<file path="src/rtl/muldiv_seq.sv">
// Multi-cycle MULTU/DIVU sequencer that borrows the shared EX-stage ALU.
// One shift-add (multiply) or restoring-subtract (divide) step runs per clock.
// HI/LO hold the last completed result for MFHI/MFLO.
module muldiv_seq #(
  parameter int unsigned ITER    = 32,
  parameter logic [3:0]  SIG_AND = 4'b0000,
  parameter logic [3:0]  SIG_ADD = 4'b0010,
  parameter logic [3:0]  SIG_SUB = 4'b0110
) (
  input  logic        clk,
  input  logic        reset,
  input  logic        start,
  input  logic        op,
  input  logic        flush,
  input  logic [31:0] src_a,
  input  logic [31:0] src_b,
  input  logic [31:0] alu_result,
  output logic [31:0] alu_a,
  output logic [31:0] alu_b,
  output logic [3:0]  alu_signal,
  output logic [4:0]  alu_shamt,
  output logic        busy,
  output logic        done,
  output logic [31:0] hi,
  output logic [31:0] lo
);

  localparam int unsigned W     = 32;
  localparam int unsigned CNT_W = $clog2(ITER);

  typedef enum logic [1:0] {S_IDLE, S_RUN, S_DONE} state_t;

  state_t           state;
  logic             op_q;
  logic [CNT_W-1:0] cnt;
  // acc (MULTU) / rem (DIVU)
  logic [W-1:0]     acc_rem;
  // mplr (MULTU) / quot (DIVU)
  logic [W-1:0]     mplr_quot;
  // mcand (MULTU) / dvsr (DIVU)
  logic [W-1:0]     mcand_dvsr;

  logic [W-1:0]     sum;
  logic             carry;
  logic [W-1:0]     sr;
  logic             borrow;
  logic [W-1:0]     nxt_a;
  logic [W-1:0]     nxt_b;

  assign alu_shamt = 5'd0;

  // ALU drive and next working-register values for the current step
  always_comb begin
    alu_a      = '0;
    alu_b      = '0;
    alu_signal = SIG_AND;
    sum        = acc_rem;
    carry      = 1'b0;
    sr         = {acc_rem[W-2:0], mplr_quot[W-1]};
    borrow     = 1'b0;
    nxt_a      = acc_rem;
    nxt_b      = mplr_quot;
    if (state == S_RUN) begin
      if (!op_q) begin
        alu_a      = acc_rem;
        alu_b      = mcand_dvsr;
        alu_signal = SIG_ADD;
        if (mplr_quot[0]) begin
          sum   = alu_result;
          carry = (acc_rem[W-1] & mcand_dvsr[W-1]) |
                  ((acc_rem[W-1] | mcand_dvsr[W-1]) & ~alu_result[W-1]);
        end
        nxt_a = {carry, sum[W-1:1]};
        nxt_b = {sum[0], mplr_quot[W-1:1]};
      end else begin
        alu_a      = sr;
        alu_b      = mcand_dvsr;
        alu_signal = SIG_SUB;
        borrow     = (~sr[W-1] & mcand_dvsr[W-1]) |
                     ((~sr[W-1] | mcand_dvsr[W-1]) & alu_result[W-1]);
        // a set msb means the 33-bit shifted remainder always covers dvsr
        if (acc_rem[W-1] | ~borrow) begin
          nxt_a = alu_result;
          nxt_b = {mplr_quot[W-2:0], 1'b1};
        end else begin
          nxt_a = sr;
          nxt_b = {mplr_quot[W-2:0], 1'b0};
        end
      end
    end
  end

  // Sequencer state, working registers and registered outputs
  always_ff @(posedge clk or negedge reset) begin
    if (!reset) begin
      state      <= S_IDLE;
      op_q       <= 1'b0;
      cnt        <= '0;
      acc_rem    <= '0;
      mplr_quot  <= '0;
      mcand_dvsr <= '0;
      busy       <= 1'b0;
      done       <= 1'b0;
      hi         <= '0;
      lo         <= '0;
    end else begin
      done <= 1'b0;
      if (flush) begin
        state <= S_IDLE;
        busy  <= 1'b0;
      end else begin
        case (state)
          S_IDLE, S_DONE: begin
            if (start) begin
              op_q    <= op;
              cnt     <= '0;
              acc_rem <= '0;
              if (op) begin
                mplr_quot  <= src_a;
                mcand_dvsr <= src_b;
                if (src_b == '0) begin
                  state <= S_DONE;
                  done  <= 1'b1;
                  hi    <= src_a;
                  lo    <= '1;
                end else begin
                  state <= S_RUN;
                  busy  <= 1'b1;
                end
              end else begin
                mplr_quot  <= src_b;
                mcand_dvsr <= src_a;
                state      <= S_RUN;
                busy       <= 1'b1;
              end
            end else begin
              state <= S_IDLE;
            end
          end
          S_RUN: begin
            acc_rem   <= nxt_a;
            mplr_quot <= nxt_b;
            cnt       <= cnt + CNT_W'(1);
            if (cnt == CNT_W'(ITER - 1)) begin
              state <= S_DONE;
              busy  <= 1'b0;
              done  <= 1'b1;
              hi    <= nxt_a;
              lo    <= nxt_b;
            end
          end
          default: begin
            state <= S_IDLE;
            busy  <= 1'b0;
          end
        endcase
      end
    end
  end

endmodule
</file>
<file path="config.mk">
export PLATFORM = sky130hd
export DESIGN_NAME = muldiv_seq
export DESIGN_NICKNAME = d
export VERILOG_FILES = /design/src/rtl/muldiv_seq.sv
export SDC_FILE = /design/constraint.sdc
export NUM_CORES = 1
export LEC_CHECK = 0
export BUFFER_PORTS_ARGS = -buffer_cell sky130_fd_sc_hd__buf_4
export CORE_MARGIN = 2
export CORE_UTILIZATION = 31
export DETAILED_ROUTE_END_ITERATION = 7
export HOLD_SLACK_MARGIN = 0.06
export PLACE_DENSITY = 0.52
export SETUP_SLACK_MARGIN = 0.2
export SLEW_MARGIN = 20
export SYNTH_ARGS = -nofsm -noshare
export SYNTH_HDL_FRONTEND = slang
export SYNTH_SLANG_ARGS = --single-unit
</file>
<file path="constraint.sdc">
create_clock -name clk -period 4.3 [get_ports clk]
set_clock_uncertainty 0.1 [all_clocks]
set_input_delay 0.43 -clock clk [delete_from_list [all_inputs] [get_ports clk]]
set_output_delay 0.43 -clock clk [all_outputs]
set_load 0.01 [all_outputs]
</file>
==> impl_metrics.json <==
{
  "root_buffer": "clkbuf_16",
  "reg2reg_slack_ns": 1.46,
  "ys_seq_elements": 170,
  "cp-start-kind": "flop",
  "grt_antenna_before_repair": 0,
  "grt_pass1_vias": 7921,
  "end_kind": "output port",
  "hold_depth": 2,
  "coreArea_um2": 30700,
  "synth_top_area_frac": 0.439,
  "worstPathMaxFanout": 98,
  "drc": 0,
  "worstSetupPathType": "reg2out",
  "maxCapViolCount": 0,
  "worstHoldStart": "flush",
  "fin_util": 0.402,
  "fp.dieH_um": 181,
  "cts-buffers-inserted": 17,
  "power_mw": 6.82,
  "clock_path_buffers": 2,
  "dieArea_um2": 32700,
  "io_pins": 240,
  "rr_worst_depth": 5,
  "power_density_nw_per_um2": 553,
  "rr_endpoint": "cnt[1]",
  "postPlaceCellArea_um2": 11700,
  "layout_commonest_cell": "buf_4",
  "cp.arrival_ns": 2.33,
  "r2r_start": "state[0]",
  "tns_ns": 0,
  "worst_pin_slew_ns": 1.07,
  "io_buffers": 232,
  "globalRoute.totalOverflow": 0,
  "synth.distinct_cells": 43,
  "htree_levels": 4,
  "hold_path.class": "in2reg",
  "cp.required_ns": 3.77,
  "busiest_layer": "met2",
  "antenna_left": 0,
  "num_vias": 7973,
  "grt_pass1_wl_mm": 48.4,
  "ir_worst_vdd_mv": 0.254,
  "area_growth_pct": 27.2,
  "leakage_nw": 6.23,
  "die_w_um": 181,
  "rsz0062_at_grt": "no",
  "rows": 64,
  "synth-main-ff-cell": "dfrtp_1",
  "num_antenna_cells": 0,
  "path_clk_slew_ns": 0.07,
  "synth_area_leaders": "dfrtp_1 (44%), mux2i_1 (16%), mux2_2 (7.0%)",
  "ys_async_sr_fraction": 1.00,
  "first_iter_violations": 487,
  "met2_usage": 0.296,
  "final-hold-violation-count": 0,
  "fmax_ghz": 0.349,
  "synth_edf_count": 0,
  "grt_util_met1": 0.268,
  "met3_usage": 0.0435,
  "outcome": "complete, no violations",
  "final_area_um2": 12300,
  "slew_headroom": 0.288,
  "hpwl_mm": 21.8,
  "drt-wirelength-per-cell_um": 19.0,
  "track_usage": 0.188,
  "cts_tree": "built",
  "fillerInstances": 3108,
  "drive_gt1_frac": 0.312,
  "start_util": 0.316,
  "final_cell_mix": "buf_4 (242), dfrtp_1 (168), nand2_1 (165)",
  "syn_area_per_cell_um2": 9.47,
  "synthesis.area_um2": 9690,
  "crit_path_start": "state[0]",
  "cts_sinks": 170,
  "min_period_over_period": 0.666,
  "place.gp.congestion": 0.785,
  "slew_viol_final": 0,
  "nets": 1312,
  "clkLatencyLatePin_ns": 0.42,
  "min_period_ns": 2.86,
  "wirelength_mm": 30.8,
  "vias_per_cell": 4.93,
  "ys_seq_area_frac": 0.439,
  "worstHoldEndpoint": "busy",
  "synth_area_leader_cell": "dfrtp_1",
  "synth_warnings": 0,
  "synth_cells": 1024,
  "dr.pass1.iters": 5,
  "finalSetupViolations": 0,
  "grt_max_degree": 102
}
## synth_stat cells (2+ instances only)
master and count:
ha_1 2, buf_4 7, nand3_1 2, o21ai_1 3
nor2_1 75, mux2i_1 156, dfrtp_1 170, mux2_4 8
o221a_1 5, nand2b_1 2, o221a_2 25, nor4_1 7
a21o_1 2, a21oi_1 97, buf_2 34, o21ai_0 70
clkbuf_1 37, and2_1 32, inv_1 34, nor3_1 4
buf_1 7, mux2_2 60, nand2_1 165
## how the worst max path moves through the flow
stage                          end  slack (ns)  depth (start not counted)
floorplan                    hi[0]        2.13                          8
global placement            lo[24]        1.37                          7
detailed placement          lo[26]        1.33                          7
CTS                       alu_a[0]        1.38                          4
global route        mcand_dvsr[21]        1.18                          6
finish                   alu_a[27]        1.44                          4
## logic make-up (layout without fill, tap and decap cells)
family / count (synthesis) / after routing / synth area share
other: 1 / 7 / 0.000387
AND/OR/NAND/NOR: 294 / 294 / 0.128
adder cells (fa/ha/maj): 2 / 2 / 0.00258
multiplexers: 224 / 224 / 0.243
flip-flops: 170 / 170 / 0.439
AO/OA/AOI/OAI: 211 / 211 / 0.132
buffers and inverters: 121 / 313 / 0.0547
XOR/XNOR: 1 / 1 / 0.000904
## critical path: stages, from the launching register on
cell and delay (ns):
dfrtp_1 0.50, nand2b_4 0.20, buf_4 0.74, nor2_1 0.14, buf_4 0.19
## area by class of cell
cell class                      count  area, µm²  area share
Clock buffer                       19        453      0.0367
Multi-Input combinational cell    739       4980       0.404
Timing Repair Buffer              246       1880       0.152
Clock inverter                     13        131      0.0107
Inverter                           35        131      0.0107
Tap cell                          396        495      0.0402
Sequential cell                   170       4260       0.345
## per-layer routing
layer  vias to the layer above  wire length [µm]
met1                      3850             14500
met4                         0               341
li1                       3902                 -
met5                         -                 0
met3                        15              1680
met2                       206             14200
## registers in the layout (all words and copies together), names as in the netlist
| signal | count |
|---|---|
| done | 1 |
| mplr_quot | 32 |
| mcand_dvsr | 32 |
| acc_rem | 32 |
| lo | 32 |
| state | 2 |
| op_q | 1 |
| hi | 32 |
| busy | 1 |
| cnt | 5 |
## stage by stage
stage	instances	hold WS [ns]	setup WS, ns
detailed placement	1585	0.394	1.33
CTS	1618	0.118	1.38
finish	1618	0.147	1.44
global route	1618	0.146	1.18
global placement	1585	0.389	1.37
floorplan	1030	0.0344	2.13
## power breakdown
part | internal, mW | leakage (nW) | switching [mW]
clock | 0.846 | 0.283 | 0.708
combinational | 1.25 | 3.91 | 1.62
sequential | 1.99 | 2.04 | 0.416
total | 4.08 | 6.23 | 2.75
## what timing repair did
item                                    in CTS  in global routing
endpoints found under the hold margin       67                  0
endpoints found under the setup margin       0                  0
buffers inserted                             0                  0
gates resized for setup                      0                  0
hold buffers                                 1                  0
Note: power is estimated with default switching activity, not from simulation.
